**config.mk**
```make
export PLATFORM = sky130hd
export DESIGN_NAME = spi_mosi_tx
export DESIGN_NICKNAME = d
export VERILOG_FILES = /design/src/rtl/spi_mosi_tx.sv
export SDC_FILE = /design/constraint.sdc
export NUM_CORES = 1
export LEC_CHECK = 0
export CAP_MARGIN = 20
export CORE_UTILIZATION = 45
export DETAILED_ROUTE_END_ITERATION = 16
export PLACE_DENSITY = 0.79
export SYNTH_ARGS = -nofsm -noshare
export SYNTH_HDL_FRONTEND = slang
export SYNTH_SLANG_ARGS = --single-unit
```
**constraint.sdc**
```tcl
create_clock -name clk -period 3.5 [get_ports clk]
set_clock_uncertainty 0.2 [all_clocks]
set_input_delay 0.7 -clock clk [delete_from_list [all_inputs] [get_ports clk]]
set_output_delay 0.7 -clock clk [all_outputs]
set_load 0.02 [all_outputs]
```
**src/rtl/spi_mosi_tx.sv**
```systemverilog
// SPI mode-0 master transmit engine: serializes one word MSB-first onto mosi
// with matching spi_clk and active-low chip select, all outputs registered.
module spi_mosi_tx #(
  parameter int W_DATA  = 32,
  parameter int CLK_DIV = 4
) (
  input  logic              clk,
  input  logic              rst,
  input  logic [W_DATA-1:0] tx_data,
  input  logic              tx_valid,
  output logic              tx_ready,
  output logic              tx_done,
  output logic              busy,
  output logic              spi_clk,
  output logic              spi_cs_n,
  output logic              mosi
);

  localparam int BW = $clog2(W_DATA);
  localparam int DW = (CLK_DIV > 1) ? $clog2(CLK_DIV) : 1;
  localparam logic [DW-1:0] DIV_LAST = DW'(CLK_DIV - 1);
  localparam logic [BW-1:0] BIT_LAST = BW'(W_DATA - 1);

  // Handshake: a word is taken on any rising edge where tx_valid && tx_ready;
  // tx_ready is high exactly while idle, and tx_valid is ignored otherwise.
  typedef enum logic [2:0] {IDLE, LEAD, HIGH, LOW, TRAIL} state_t;

  state_t            state;
  logic [W_DATA-1:0] shreg;
  logic [BW-1:0]     bit_cnt;
  logic [DW-1:0]     div_cnt;
  logic              phase_end;

  assign phase_end = (div_cnt == DIV_LAST);

  always_ff @(posedge clk or posedge rst) begin
    if (rst) begin
      state    <= IDLE;
      shreg    <= '0;
      bit_cnt  <= '0;
      div_cnt  <= '0;
      tx_ready <= 1'b1;
      busy     <= 1'b0;
      tx_done  <= 1'b0;
      spi_clk  <= 1'b0;
      spi_cs_n <= 1'b1;
      mosi     <= 1'b0;
    end else begin
      tx_done <= 1'b0;
      if (state != IDLE) begin
        div_cnt <= phase_end ? '0 : div_cnt + 1'b1;
      end
      case (state)
        IDLE: begin
          if (tx_valid) begin
            state    <= LEAD;
            shreg    <= tx_data;
            bit_cnt  <= '0;
            div_cnt  <= '0;
            tx_ready <= 1'b0;
            busy     <= 1'b1;
            spi_cs_n <= 1'b0;
            spi_clk  <= 1'b0;
            mosi     <= tx_data[W_DATA-1];
          end
        end
        LEAD: begin
          if (phase_end) begin
            state   <= HIGH;
            spi_clk <= 1'b1;
          end
        end
        HIGH: begin
          if (phase_end) begin
            spi_clk <= 1'b0;
            if (bit_cnt != BIT_LAST) begin
              // Next bit changes on the falling edge, mid-way between rises.
              state   <= LOW;
              shreg   <= shreg << 1;
              mosi    <= shreg[W_DATA-2];
              bit_cnt <= bit_cnt + 1'b1;
            end else begin
              state <= TRAIL;
            end
          end
        end
        LOW: begin
          if (phase_end) begin
            state   <= HIGH;
            spi_clk <= 1'b1;
          end
        end
        TRAIL: begin
          if (phase_end) begin
            state    <= IDLE;
            spi_cs_n <= 1'b1;
            mosi     <= 1'b0;
            tx_done  <= 1'b1;
            tx_ready <= 1'b1;
            busy     <= 1'b0;
          end
        end
        default: state <= IDLE;
      endcase
    end
  end

endmodule

```
* Yosys cells after proc, flatten, opt, wreduce, memory -nomap -nowiden *
Index checks and enable logic that the tools add are counted.
W data, S select, Z words.

word-level totals
  bits in registers = 46
  input bits = 35
  output and inout port bits = 6
  word-level logic and storage cells = 65

operators by class
  add/subtract/negate cells = 2
  eq/ne operators = 11
  muxes and demuxes = 31
  reduce and logical (&&, ||, !) cells = 12

operators with widths
  kind                   count
  $mux W31               3
  $pmux W31 S2           1
  $mux W3                5
  $mux W5                3
  $pmux W3 S4            1
  $reduce_and A4 Y1      3
  $pmux W5 S2            1
  $mux W1                9
  $reduce_bool A3 Y1     3
  $mux W2                4
  $ne A2 B2 Y1 const B   4
  $eq A3 B2 Y1 const B   2
  $pmux W1 S3            2
  $add A5 B1 Y5 const B  1
  $ne A5 B5 Y1 const B   1
  $reduce_and A5 Y1      1
  $pmux W1 S2            2
  $reduce_bool A2 Y1     2
  $eq A3 B1 Y1 const B   1
  $eq A3 B3 Y1 const B   1
  $logic_not A3 Y1       1
  $reduce_and A3 Y1      1
  $add A2 B1 Y2 const B  1
  $eq A2 B2 Y1 const B   1
  other kinds (2)        2

* Depth between registers and ports, before layout *
  word-level depth = 5
  gate-level depth with buffers = 7
  gate-level depth less buffers = 6

* Least setup slack after synthesis *
OpenSTA, ideal clock, no wires.

  path type = register to register
  start = reg bit_cnt[0]
  end = reg shreg[18]
  data arrival time = 2000 ps
  slack = 1176 ps
  cell stages (with the launch flop) = 8
  path buffers = 1
  clock period less this slack = 2324 ps
  path through = dfrtp_1 ha_1 and3_1 ha_1 nand3b_2 a21oi_4 buf_6 mux2_2

on the way
  cells in the longest elaborated chain, start to end = 3

ends and longest elaborated chain
  element                             line  text
  from (decl)                         30    logic [BW-1:0] bit_cnt;
  from (signal assigned)              81    bit_cnt <= bit_cnt + 1'b1;
  $ne A5 B5 Y1                        76    if (bit_cnt != BIT_LAST) begin
  $ne A2 B2 Y1 (no source line)       n/a
  $reduce_and A4 Y1 (no source line)  n/a
  to (signal assigned)                57    shreg <= tx_data;
  to (signal assigned)                79    shreg <= shreg << 1;
  to (decl)                           29    logic [W_DATA-1:0] shreg;

Every way passes these cells.
A chain may end at the register's enable or synchronous reset.

* Worst setup path after layout *
  start = reg bit_cnt[0]
  end = reg shreg[1]

Same word-level chain as after synthesis.

==> run summary <==
most common flop cell mapped by yosys = dfrtp_1
Final Setup Violations = 0
Worst path most repeated cell = ha_1
Worst Path Required = 3480 ps
clk slew on worst S/H paths = 90 ps
crit-path max FO = 22
core region area = 5170 um^2
TritonCTS Buffers = 5
Async S/R FF share, synth = 1.00
r2r worst-path depth = 7
post-cts sizing count = 0
area occupied by multi-input gates = 1140 um^2
WP data arrival = 2670 ps
DRC viols = 0
Mapped Avg Cell Area = 13.2 um^2
DRT antenna net count = 0
Die Height = 75.6 um
final WL = 3870 um
Synthesized Nets = 222
largest net degree at the start of global routing = 47
fin crit share = 0.771
Nets = 258
Largest stage delay, worst path = 430 ps
worst path bufs/invs = 1
worst setup margin = 803 ps
gr usage total = 0.155
WHS Endpoint = div_cnt[0]$_DFF_PP0_
register area share after synthesis = 0.473
slew margin rel. = 0.371
Slew @ Worst Pin = 942 ps
Final Total Pwr = 2.11 mW
CTS tree = done
final hold vios = 0
IO buf count = 40
ratio of cells with drive above 1 in the final layout = 0.362
Reg2Reg Setup Slack = 800 ps
MaxCap Viol Count = 0
setup repair after global routing missed its margin = no
CP startpoint kind = flip-flop
Worst VDD drop = 267 uV
vias per inst = 5.10
global-route wire length before repair = 6430 um
# Post-CTS Setup Buffers = 0
worst path cell trace = ha_1 -> and3_1 -> ha_1 -> nand3b_2 -> a21oi_4 -> buf_12 -> mux2_2
pwr dens = 722 nW/um^2
routed vias = 1485
vias in the first global route = 1426
dpl cells = 283
GP Congestion = 0.721
clock sinks = 46
Routed WL per cell = 13.3 um
EDFF count, synth = 0
Register Area = 1150 um^2
Max Freq = 371 MHz
Seq cells post-synth = 46
die area = 5710 um^2
CTS root buffer = clkbuf_8
critical hold path startpoint = div_cnt[0]$_DFF_PP0_
Setup CP Type = flip-flop to flip-flop
worst hold path class = flip-flop to flip-flop
Area Overhead vs Synth = 20.1%
Chip Width = 75.6 um
Final TNS setup = 0 ps
Slew Viols, Final = 0
CP Capture Type = flip-flop
Min Clock Period, post-route = 2700 ps
Layout fillers = 446
Non-Filler Instances = 291
1st-pass router iterations = 4
clock latency on the worst-skew pair = 300 ps
Slowest cell on crit path = a21oi_4
hold path depth = 1
HPWL after DPL = 2620 um
Static Leak = 1.19 nW
gr ovfl total = 0
Hold WS = 306 ps
Mapped Area = 2430 um^2
initial antenna violation count = 0
CTS Buffer Depth = 2
pre-CTS WS = 702 ps
DR iter-0 viols = 95
I/O pin cnt = 41
H-tree depth = 2
ANT cells = 0
hold_buf cts = 0
Ys Warns = 0
Starting Density = 0.471
status = completed
synth unique cells = 42
delay-heaviest family, CP = simple AND/OR/NAND/NOR gates
worst r2r src = bit_cnt[0]$_DFFE_PP0P_
synthesized instance count = 184
RR Endpoint = shreg[1]$_DFFE_PP0P_
num rows = 26
[cell families after synthesis]
group           share of synthesized area
fa+ha+maj                          0.0154
compound gates                     0.0632
simple gates                       0.0904
mux                                 0.301
buf+inv                            0.0570
flops                               0.473
[placed cells by master, fill, tap and decap left out, types with 4 or more instances in the layout]
cell type,count
inv_1,5
o21ai_0,4
nand2_1,8
mux2_4,4
mux2_2,57
dfrtp_1,45
clkdlybuf4s50_1,40
clkbuf_8,6
[cells in the mapped netlist (2+ instances only)]
cell      count  area share
a211o_1       2      0.0072
a21o_1        3      0.0092
a21oi_1       3      0.0062
buf_2         3      0.0062
buf_6         8       0.037
dfrtp_1      45        0.46
ha_1          3       0.015
inv_1         6      0.0092
mux2_2       57        0.26
mux2_4        4       0.025
mux2i_1       3       0.012
nand2_1       8       0.012
nand2b_1      2      0.0051
nand3b_1      3      0.0092
nor2_1        2      0.0031
o21a_1        2      0.0062
o21ai_0       4      0.0082
or3b_2        2      0.0072
[power breakdown]
| group | switching [mW] | internal (mW) |
|---|---|---|
| sequential | 0.139 | 0.765 |
| combinational | 0.323 | 0.556 |
| clock | 0.169 | 0.159 |
[per-stage QoR]
step / cell area [um^2] / util
2_1_floorplan: 2430 / -
3_3_place_gp: 2830 / 0.548
3_5_place_dp: 2830 / 0.548
4_1_cts: 2930 / 0.566
5_1_grt: 2930 / 0.566
6_report: 2930 / 0.566
[state kept, by name (all words and copies together), names as in the netlist]
signal    count
busy          1
state         3
spi_cs_n      1
tx_done       1
shreg        31
bit_cnt       5
mosi          1
div_cnt       2
spi_clk       1
[worst max-delay path by stage]
stage	from	endpoint	slack, ps	cells past startpoint
after floorplan	bit_cnt[0]$_DFFE_PP0P_	shreg[18]$_DFFE_PP0P_	1180	7
after global placement	tx_valid	shreg[30]$_DFFE_PP0P_	740	5
after detailed placement	tx_valid	shreg[1]$_DFFE_PP0P_	700	5
after CTS	bit_cnt[0]$_DFFE_PP0P_	shreg[1]$_DFFE_PP0P_	780	7
after global routing	bit_cnt[0]$_DFFE_PP0P_	shreg[2]$_DFFE_PP0P_	660	7
final	bit_cnt[0]$_DFFE_PP0P_	shreg[1]$_DFFE_PP0P_	800	7
[routing by layer]
| metal | GRT usage | vias to the layer above | part of all wire |
|---|---|---|---|
| li1 | - | 735 | - |
| met1 | 0.203 | 712 | 0.49 |
| met2 | 0.242 | 31 | 0.45 |
| met3 | 0.0317 | 7 | 0.033 |
| met4 | 0.0864 | 0 | 0.022 |
| met5 | 0 | - | 0 |
[cell type report]
class | instances | area share
Clock inverter | 1 | 0.00171
Sequential cell | 46 | 0.394
Clock buffer | 7 | 0.0295
Multi-Input combinational cell | 119 | 0.391
Timing Repair Buffer | 42 | 0.146
Tap cell | 70 | 0.0299
Inverter | 6 | 0.00770
No activity file was read; power rests on OpenSTA's default activity.
